<file path="src/rtl/serial_arith_pkg.sv">
// Shared types and sizing helpers for the bit-serial arithmetic units.
package serial_arith_pkg;

   typedef enum logic [1:0] {
      ST_IDLE = 2'd0,
      ST_RUN  = 2'd1,
      ST_DONE = 2'd2
   } state_t;

   // One extra bit so the counter can represent W-1 for every legal W, including W=1.
   function automatic int cnt_width(input int w);
      return $clog2(w) + 1;
   endfunction

endpackage

</file>
<file path="src/rtl/full_subtractor.sv">
// Single-bit full subtractor: d = x - y - bin, with borrow-out.
module full_subtractor (
   input  logic x,
   input  logic y,
   input  logic bin,
   output logic d,
   output logic bout
);

   assign d    = x ^ y ^ bin;
   assign bout = (~x & y) | (~(x ^ y) & bin);

endmodule

</file>
<file path="src/rtl/serial_subtractor.sv">
// Bit-serial W-bit subtractor, LSB first, one bit per clock behind a start/done handshake.
module serial_subtractor
   import serial_arith_pkg::*;
#(
   parameter int W = 8
) (
   input  logic         clk,
   input  logic         rst,
   input  logic         start,
   input  logic [W-1:0] a,
   input  logic [W-1:0] b,
   input  logic         bin,
   output logic         busy,
   output logic         done,
   output logic [W-1:0] diff,
   output logic         bout,
   output logic         zero
);

   localparam int CW = cnt_width(W);

   state_t        r_state;
   state_t        w_next_state;
   logic [W-1:0]  r_a;
   logic [W-1:0]  r_b;
   logic          r_br;
   logic [CW-1:0] r_cnt;
   logic [W-1:0]  r_res;

   logic          w_accept;
   logic          w_last;
   logic          w_d;
   logic          w_bo;
   logic [W-1:0]  w_res_next;

   full_subtractor u_fs (
      .x    (r_a[0]),
      .y    (r_b[0]),
      .bin  (r_br),
      .d    (w_d),
      .bout (w_bo)
   );

   // Start is honoured in IDLE and in DONE (back-to-back), never while running.
   assign w_accept   = start && (r_state != ST_RUN);
   assign w_last     = (r_cnt == CW'(W - 1));
   assign w_res_next = (r_res >> 1) | (W'(w_d) << (W - 1));

   assign busy = (r_state == ST_RUN);
   assign done = (r_state == ST_DONE);

   always_comb begin
      w_next_state = r_state;
      case (r_state)
         ST_IDLE: if (start) w_next_state = ST_RUN;
         ST_RUN:  if (w_last) w_next_state = ST_DONE;
         ST_DONE: w_next_state = start ? ST_RUN : ST_IDLE;
         default: w_next_state = ST_IDLE;
      endcase
   end

   always_ff @(posedge clk or posedge rst) begin
      if (rst) begin
         r_state <= ST_IDLE;
      end else begin
         r_state <= w_next_state;
      end
   end

   always_ff @(posedge clk or posedge rst) begin
      if (rst) begin
         r_a   <= '0;
         r_b   <= '0;
         r_br  <= 1'b0;
         r_cnt <= '0;
         r_res <= '0;
         diff  <= '0;
         bout  <= 1'b0;
         zero  <= 1'b0;
      end else if (w_accept) begin
         r_a   <= a;
         r_b   <= b;
         r_br  <= bin;
         r_cnt <= '0;
      end else if (r_state == ST_RUN) begin
         r_a   <= r_a >> 1;
         r_b   <= r_b >> 1;
         r_br  <= w_bo;
         r_cnt <= r_cnt + 1'b1;
         r_res <= w_res_next;
         // Results are published only on the edge that retires bit W-1.
         if (w_last) begin
            diff <= w_res_next;
            bout <= w_bo;
            zero <= (w_res_next == '0);
         end
      end
   end

endmodule
</file>
<file path="config.mk">
export PLATFORM = sky130hd
export DESIGN_NAME = serial_subtractor
export DESIGN_NICKNAME = d
export VERILOG_FILES = /design/src/rtl/serial_arith_pkg.sv /design/src/rtl/full_subtractor.sv /design/src/rtl/serial_subtractor.sv
export SDC_FILE = /design/constraint.sdc
export NUM_CORES = 1
export LEC_CHECK = 0
export BUFFER_PORTS_ARGS = -buffer_cell sky130_fd_sc_hd__buf_2
export CAP_MARGIN = 20
export CORE_MARGIN = 2
export CORE_UTILIZATION = 49
export CTS_CLUSTER_SIZE = 16
export DETAILED_ROUTE_END_ITERATION = 7
export HOLD_SLACK_MARGIN = 0.15
export PLACE_DENSITY = 0.71
export RECOVER_POWER = 50
export SETUP_SLACK_MARGIN = 0.02
export SYNTH_ARGS = -nofsm -noshare
export SYNTH_HDL_FRONTEND = slang
export SYNTH_SLANG_ARGS = --single-unit
</file>
<file path="constraint.sdc">
create_clock -name clk -period 1.5 [get_ports clk]
set_input_delay 0.3 -clock clk [delete_from_list [all_inputs] [get_ports clk]]
set_output_delay 0.3 -clock clk [all_outputs]
set_load 0.03 [all_outputs]
</file>
Word-level counts from Yosys, hierarchy flattened. Cells that the tools add are included.

Output and inout port bits: 12. Logic and storage cells: 44. Register bits after elaboration: 41. Input bits: 20.

Muxes and demuxes: 12. Equal/unequal tests: 6. Bitwise logic cells: 9. Add/sub/neg operators: 1. Reductions and logical operators: 7.

Operators with widths (count): $mux W8 (4); $logic_not A8 Y1 (1); $mux W4 (2); $or A7 B8 Y8 (1); $pmux W2 S3 (1); $add A4 B1 Y4 const B (1); $eq A4 B3 Y1 const B (1); $mux W2 (2); $ne A2 B1 Y1 const B (2); $reduce_and A2 Y1 (2); $mux W1 (3); $not A1 Y1 (3); $reduce_and A3 Y1 (1); $and A1 B1 Y1 (2); $eq A2 B1 Y1 const B (1); $eq A2 B2 Y1 const B (1); $logic_not A2 Y1 (1); $ne A2 B2 Y1 const B (1); $reduce_bool A2 Y1 (1); $xor A1 B1 Y1 (2); $logic_and A1 B1 Y1 (1); $or A1 B1 Y1 (1).

Longest topological paths before layout. Gate-level depths: netlist (run 1).

Depth in word-level cells: 6. Mapped depth: 5. Mapped depth without buffers: 5.

Hierarchy. Synthesis (run 1) repeated with hierarchy kept, for this count alone.

Cells, all modules: 159. Area total of the unflattened synthesis: 1750.4 µm².

By module, submodules not included: serial_subtractor (cells an instance 155, times used 1, sequential area each 1001.0 µm², area each 1719.1 µm²); full_subtractor (cells an instance 4, times used 1, sequential area each 0.0 µm², area each 31.3 µm²).

Worst setup path after synthesis (run 1). OpenSTA, ideal clock, no wires.

Kind: register -> register. Start point: register r_cnt[0]. End point: register diff[0]. Cell stages (with the launch flop): 6. Buffers on the path: 1. Arrival time: 1.335 ns. Period minus slack after synthesis: 1.460 ns. Library setup time: 0.125 ns. Slack: 0.040 ns. Data required time: 1.375 ns. Cell sequence: dfrtp_1 -> ha_1 -> nand2_1 -> nor3b_4 -> buf_6 -> mux2_2.

Word-level cells in the longest chain between the ends: 2.

Ends and longest elaborated chain: start, declared (RTL line serial_subtractor.sv:27) `logic [CW-1:0] r_cnt;`; start signal, assigned (RTL line serial_subtractor.sv:89) `r_cnt <= r_cnt + 1'b1;`; $eq A4 B3 Y1 (RTL line serial_subtractor.sv:46) `assign w_last = (r_cnt == CW'(W - 1));`; $reduce_and A3 Y1 (no source line); end signal, assigned (RTL line serial_subtractor.sv:93) `diff <= w_res_next;`; end, declared (RTL line serial_subtractor.sv:15) `output logic [W-1:0] diff,`.

Every way passes these cells. A chain may end at the register's enable or synchronous reset.

Worst setup path after layout (run 1).
Start point: register r_state[1]. End point: register diff[5].

Word-level cells in the longest chain between the ends: 4. Elaborated cells between the ends (all ways): 5. Those cells by class: eq/ne: 2; bitwise: 1; reduce/logical: 2.

Ends and longest elaborated chain: start, declared (RTL line serial_subtractor.sv:22) `state_t r_state;`; start signal, assigned (RTL line serial_subtractor.sv:66) `r_state <= w_next_state;`; $ne A2 B1 Y1 (RTL line serial_subtractor.sv:45) `assign w_accept = start && (r_state != ST_RUN);`; $logic_and A1 B1 Y1 (RTL line serial_subtractor.sv:45); $not A1 Y1 (no source line); $reduce_and A3 Y1 (no source line) (*).

Mark *: on every way between the ends. The rest lies on a longest branch, timed or not.

==> metrics.csv, run 1 <==
metric;value;unit
CTS tree;done;
cell at the slowest stage of the critical path;dfrtp_1;
status;complete, but fails checks;
Least-Margin Pin Slew;879;ps
crit-path max cell delay;420;ps
I/O pin count;32;
placed insts;219;
Yosys cell types;22;
Site Rows;21;
kind of critical path;flip-flop to flip-flop;
TritonCTS buffer count;5;
final worst slack;-33.9;ps
Fmax achieved;652;MHz
Data arrival, critical path;1770;ps
Area growth, synth to finish;25.6;%
DIE HEIGHT;63.7;um
Setup crit start kind;flip-flop;
DRT iter0 DRCs;63;
largest net degree at the start of global routing;41;
synth warn;0;
Routed Antenna Nets;0;
vias in the first global route;1178;
met1 Use GR;25.2;%
RSZ-0062 raised after global routing;true;
failing checks;negative setup slack;
Final #Nets;210;
share of cells above drive strength 1;37.0;%
Finish-stage setup viols;2;
number of remaining DRC errors;0;
Commonest cells post-synth;dfrtp_1, nand2_1, mux2i_1;
synthesized cell area;1750;sq um
Layout Cells excl Fill;235;
die area;4060;sq um
syn nets;167;
pre-CTS setup slack;-121;ps
Req. time, crit path;1740;ps
maximum buffer depth of the clock tree;2;
first-pass GRT wire length;5.63;mm
leading cell type by number of instances after synthesis;dfrtp_1;
Via density;5.09;
H-tree Lvls;2;
total wire length;3.32;mm
GRT Resource Usage Total;18.5;%
Crit Path Max Fanout;11;
Fill cells;273;
# diodes;0;
P_leak;1.09;nW
clk_lat worst skew;340;ps
#FFs+latches synth;40;
worst hold path class;input port to flip-flop;
Mean Syn Cell Area;12.0;sq um
Yosys top cell area share;57.3;%
Fin Clk Skew;3.54;ps
antenna violations before repair;0;
post-synthesis cell count;145;
Relative slew margins;41.4;%
Starting Density;51.5;%
startpoint of the worst hold path;b[7];
cell taking the most area after synthesis;dfrtp_1;
CTS Root Buffer Type;clkbuf_4;
EDFF count, synth;0;
clk sinks;40;
crit-path cells;nor2b_4 -> buf_6 -> nor3b_4 -> buf_12 -> mux2_2;
Final Cell Area;2190;sq um
synth top area cells;dfrtp_1, mux2i_1, mux2_2;
Async SR Flop Fraction;100;%
Synth Flop Type;dfrtp_1;
crit share post-route;102;%
sequential element share of the synthesized area;57.3;%
area of the multi-input gates;704;sq um
Pins Over Slew Limit;0;
Reg clk slew, reported paths;110;ps
drt wl/cell;14.1;um
busiest grt layer;met2;
dpl hpwl;2.05;mm
Port Buffers;31;
Tmin final;1530;ps
TritonRoute pass-1 iters;5;
max cap viols;0;
chip width;63.7;um
Worst Setup End Kind;flip-flop;
GPL Wtd Cong;0.784;
met3 usage;6.07;%
FF/Latch Area;1000;sq um
worst flop-to-flop path startpoint;r_state[1];
Area after DPL;1980;sq um
Overflow after GRT;0;
power per cell area;2070;nW/um^2
Util after Layout;64.7;%
Worst setup startpoint;r_state[1];
Hold Fails Final Rpt;0;
worst ir drop on vdd;0.990;mV
via count;1196;
M2 GR Usage;27.2;%
core area;3390;sq um
metal layers:
metal	share of wire, %	vias up
met5	0	-
met4	1.5	0
met3	3.7	5
met2	47	27
met1	48	584
li1	-	580
power by group:
group,internal [mW],switching (mW),total [mW]
logic,1.11,0.989,2.10
registers,1.55,0.327,1.87
clock network,0.232,0.332,0.564
what timing repair did:
action / in CTS / in global routing
pin swaps: 2 / 1
endpoints found under the hold margin: 40 / 0
buffers inserted: 3 / 2
cloned: 2 / 0
endpoints found under the setup margin: 10 / 11
hold buffers: 1 / 0
gates resized for setup: 7 / 6
cell usage in the layout, fill, tap and decap left out, drive strengths merged:
master        n
or2           1
inv           7
a211oi        1
a21oi         1
o21ai        18
mux2         16
clkbuf        8
nor4          2
ha            1
nand2        21
a41oi         1
mux2i        19
a31oi         1
nor2b         3
nor2          2
nand3         1
dfrtp        40
bufbuf        2
nor3b         1
buf          41
dlygate4sd3   1
fa            1
per-stage QoR:
step	hold slack (ps)	setup TNS, ps	power, mW
3_5_place_dp	449	-158	3.54
3_3_place_gp	434	0	3.45
4_1_cts	177	-250	4.47
6_report	193	-55.7	4.53
5_1_grt	204	-765	4.87
2_1_floorplan	449	0	3.04
kinds of logic after synthesis:
| logic type | count (synthesis) | share of synthesized area [%] |
|---|---|---|
| flip-flops | 40 | 57.3 |
| AO/OA/AOI/OAI | 22 | 6.73 |
| AND/OR/NAND/NOR | 31 | 8.88 |
| multiplexers | 35 | 21.2 |
| adder cells (fa/ha/maj) | 2 | 1.86 |
| buffers and inverters | 15 | 4.01 |
layout make-up:
type,instances,share of cell area [%]
Timing Repair Buffer,44,15.7
Clock buffer,8,2.68
Tap cell,46,2.62
Sequential cell,40,45.6
Multi-Input combinational cell,90,32.1
Inverter,7,1.20
worst max-delay path, delay by kind of cell, from the launching register on:
family,cells,cell delay [ps]
simple gates,2,380
buf+inv,2,290
flops,1,420
mux,1,340
worst paths after layout:
kind / cells after the start / endpoint / slack, ps
max: 5 / diff[5] / -30
min: 3 / r_b[7] / 190
max reg2reg: 5 / diff[5] / -30
min reg2reg: 2 / r_b[6] / 500
max in group asynchronous: 4 / diff[4] / 210
min in group asynchronous: 4 / diff[5] / 760
registers in the layout (all words and copies together) (netlist names):
name / cells
bout: 1
zero: 1
diff: 8
r_a: 8
r_res: 7
r_br: 1
r_cnt: 4
r_state: 2
r_b: 8
Note: power is estimated with default switching activity, not from simulation.
==> run 2, diff against run 1 <==
--- a/config.mk
+++ b/config.mk
@@ -5,8 +5,9 @@
 export SDC_FILE = /design/constraint.sdc
 export NUM_CORES = 1
 export LEC_CHECK = 0
-export BUFFER_PORTS_ARGS = -buffer_cell sky130_fd_sc_hd__buf_2
+export BUFFER_PORTS_ARGS = -buffer_cell sky130_fd_sc_hd__buf_4
 export CAP_MARGIN = 20
+export CORE_ASPECT_RATIO = 0.6
 export CORE_MARGIN = 2
 export CORE_UTILIZATION = 49
 export CTS_CLUSTER_SIZE = 16
==> metrics.csv, run 2 (same netlist as run 1, synthesis figures left out) <==
metric;value;unit;change
drt wl/cell;14.6;um;was 14.1 um
Setup crit start kind;flip-flop;;unchanged
core area;3320;sq um;was 3390 sq um
TritonCTS buffer count;5;;unchanged
Final #Nets;213;;was 210
RSZ-0062 raised after global routing;true;;unchanged
Crit Path Max Fanout;11;;unchanged
cell count of the worst reg-to-reg path;5;;unchanged
CTS Root Buffer Type;clkbuf_8;;was clkbuf_4
largest net degree at the start of global routing;41;;unchanged
most frequent cells in the layout;buf_4, dfrtp_1, nand2_1;;was dfrtp_1, buf_2, nand2_1
I/O pin count;32;;unchanged
die area;4070;sq um;was 4060 sq um
Routed Antenna Nets;0;;unchanged
Finish-stage setup viols;0;;was 2
total wire length;3.47;mm;was 3.32 mm
clk sinks;40;;unchanged
Hold Fails Final Rpt;0;;unchanged
Data arrival, critical path;1670;ps;was 1770 ps
Fmax achieved;669;MHz;was 652 MHz
pre-CTS setup slack;-64.7;ps;was -121 ps
antenna violations before repair;0;;unchanged
Area growth, synth to finish;31.7;%;was 25.6%
Relative slew margins;67.1;%;was 41.4%
number of remaining DRC errors;0;;unchanged
most common cell after layout, fill and taps aside;buf_4;;was dfrtp_1
Tmin final;1500;ps;was 1530 ps
Worst Setup End Kind;flip-flop;;unchanged
DIE HEIGHT;50.2;um;was 63.7 um
maximum buffer depth of the clock tree;2;;unchanged
kind of critical path;flip-flop to flip-flop;;unchanged
Req. time, crit path;1680;ps;was 1740 ps
depth of the worst hold-timing path;3;;unchanged
Least-Margin Pin Slew;494;ps;was 879 ps
worst hold path class;input port to flip-flop;;unchanged
clk_lat worst skew;290;ps;was 340 ps
Fill cells;256;;was 273
Layout Cells excl Fill;237;;was 235
# diodes;0;;unchanged
CTS tree;done;;unchanged
chip width;81.1;um;was 63.7 um
Overflow after GRT;0;;unchanged
worst ir drop on vdd;0.992;mV;was 0.990 mV
first-pass GRT wire length;5.71;mm;was 5.63 mm
Reg clk slew, reported paths;70;ps;was 110 ps
share of cells above drive strength 1;39.6;%;was 37.0%
Fin Clk Skew;2.09;ps;was 3.54 ps
Starting Density;52.6;%;was 51.5%
Site Rows;16;;was 21
crit share post-route;99.7;%;was 102%
H-tree Lvls;2;;unchanged
final worst slack;4.18;ps;was -33.9 ps
power per cell area;2090;nW/um^2;was 2070 nW/um^2
dpl hpwl;2.17;mm;was 2.05 mm
Via density;5.16;;was 5.09
max cap viols;0;;unchanged
GPL Wtd Cong;0.817;;was 0.784
Largest regs;diff (8), r_a (8), r_b (8);;unchanged
DRT iter0 DRCs;81;;was 63
Pins Over Slew Limit;0;;unchanged
TritonRoute pass-1 iters;4;;was 5
vias in the first global route;1187;;was 1178
via count;1222;;was 1196
placed insts;219;;unchanged
P_leak;1.13;nW;was 1.09 nW
GRT Resource Usage Total;19.1;%;was 18.5%
Port Buffers;31;;unchanged
status;finished clean;;was complete, but fails checks
## run 2: cell count changes in the layout (fill, tap and decap cells not counted), sizes merged
| cell | delta |
|---|---|
| buf | +3 |
| clkbuf | -2 |
| clkinv | +2 |
## run 2: report_power, final
| part | total (mW) | leakage, nW | switching (mW) | internal, mW |
|---|---|---|---|---|
| clock | 0.739 | 0.0510 | 0.372 | 0.367 |
| sequential | 1.89 | 0.500 | 0.339 | 1.55 |
| combinational | 2.17 | 0.576 | 1.01 | 1.17 |
| total | 4.80 | 1.13 | 1.72 | 3.08 |
## run 2: path summary, 6_finish.rpt
| kind | start | to | slack, ps |
|---|---|---|---|
| setup / recovery | r_cnt[0] | diff[4] | 4 |
| hold / removal | a[7] | r_a[7] | 260 |
| setup reg to reg | r_cnt[0] | diff[4] | 4 |
| hold reg to reg | r_b[6] | r_b[5] | 490 |
| max in group asynchronous | rst | r_a[1] | 470 |
| min in group asynchronous | rst | r_state[1] | 690 |
## run 2: area by class of cell
cell class / instances / area (sq um) / area share [%]
sequential: 40 / 1000 / 43.5
multi-input combinational: 90 / 687 / 29.9
timing repair buffer: 47 / 438 / 19.0
clock buffer: 6 / 82.6 / 3.59
tap: 45 / 56.3 / 2.45
inverter: 7 / 26.3 / 1.14
clock inverter: 2 / 10.0 / 0.435
## run 2: stage by stage
step           util, %  total power [mW]  hold slack, ps  area (sq um)  setup TNS, ps
2_1_floorplan        -              3.04             449          1750              0
3_3_place_gp      62.0              3.58             447          2060              0
3_5_place_dp      62.0              3.67             455          2060          -64.7
4_1_cts           67.9              4.71             255          2260              0
5_1_grt           69.2              5.11             274          2300           -216
6_report          69.2              4.80             260          2300              0
## run 2: per-layer routing
metal	share of wire [%]	track usage (%)	up-vias
li1	-	-	585
met1	51	28.4	601
met2	44	27.3	33
met3	5.1	5.94	3
met4	0.46	5.08	0
met5	0	0	-
## run 2: what timing repair did
action,CTS,global route
endpoints found under the hold margin,40,0
setup endpoints to repair,10,10
setup buffers,3,4
pin swaps,3,0
hold buffers,1,0
gates resized for setup,1,4
gates cloned,2,0
## run 2: worst max-delay path, cell delays in order, from the launching register on
cell	delay (ps)
dfrtp_1	370
ha_2	220
nand2_2	80
nor3b_4	220
buf_12	160
mux2_2	330
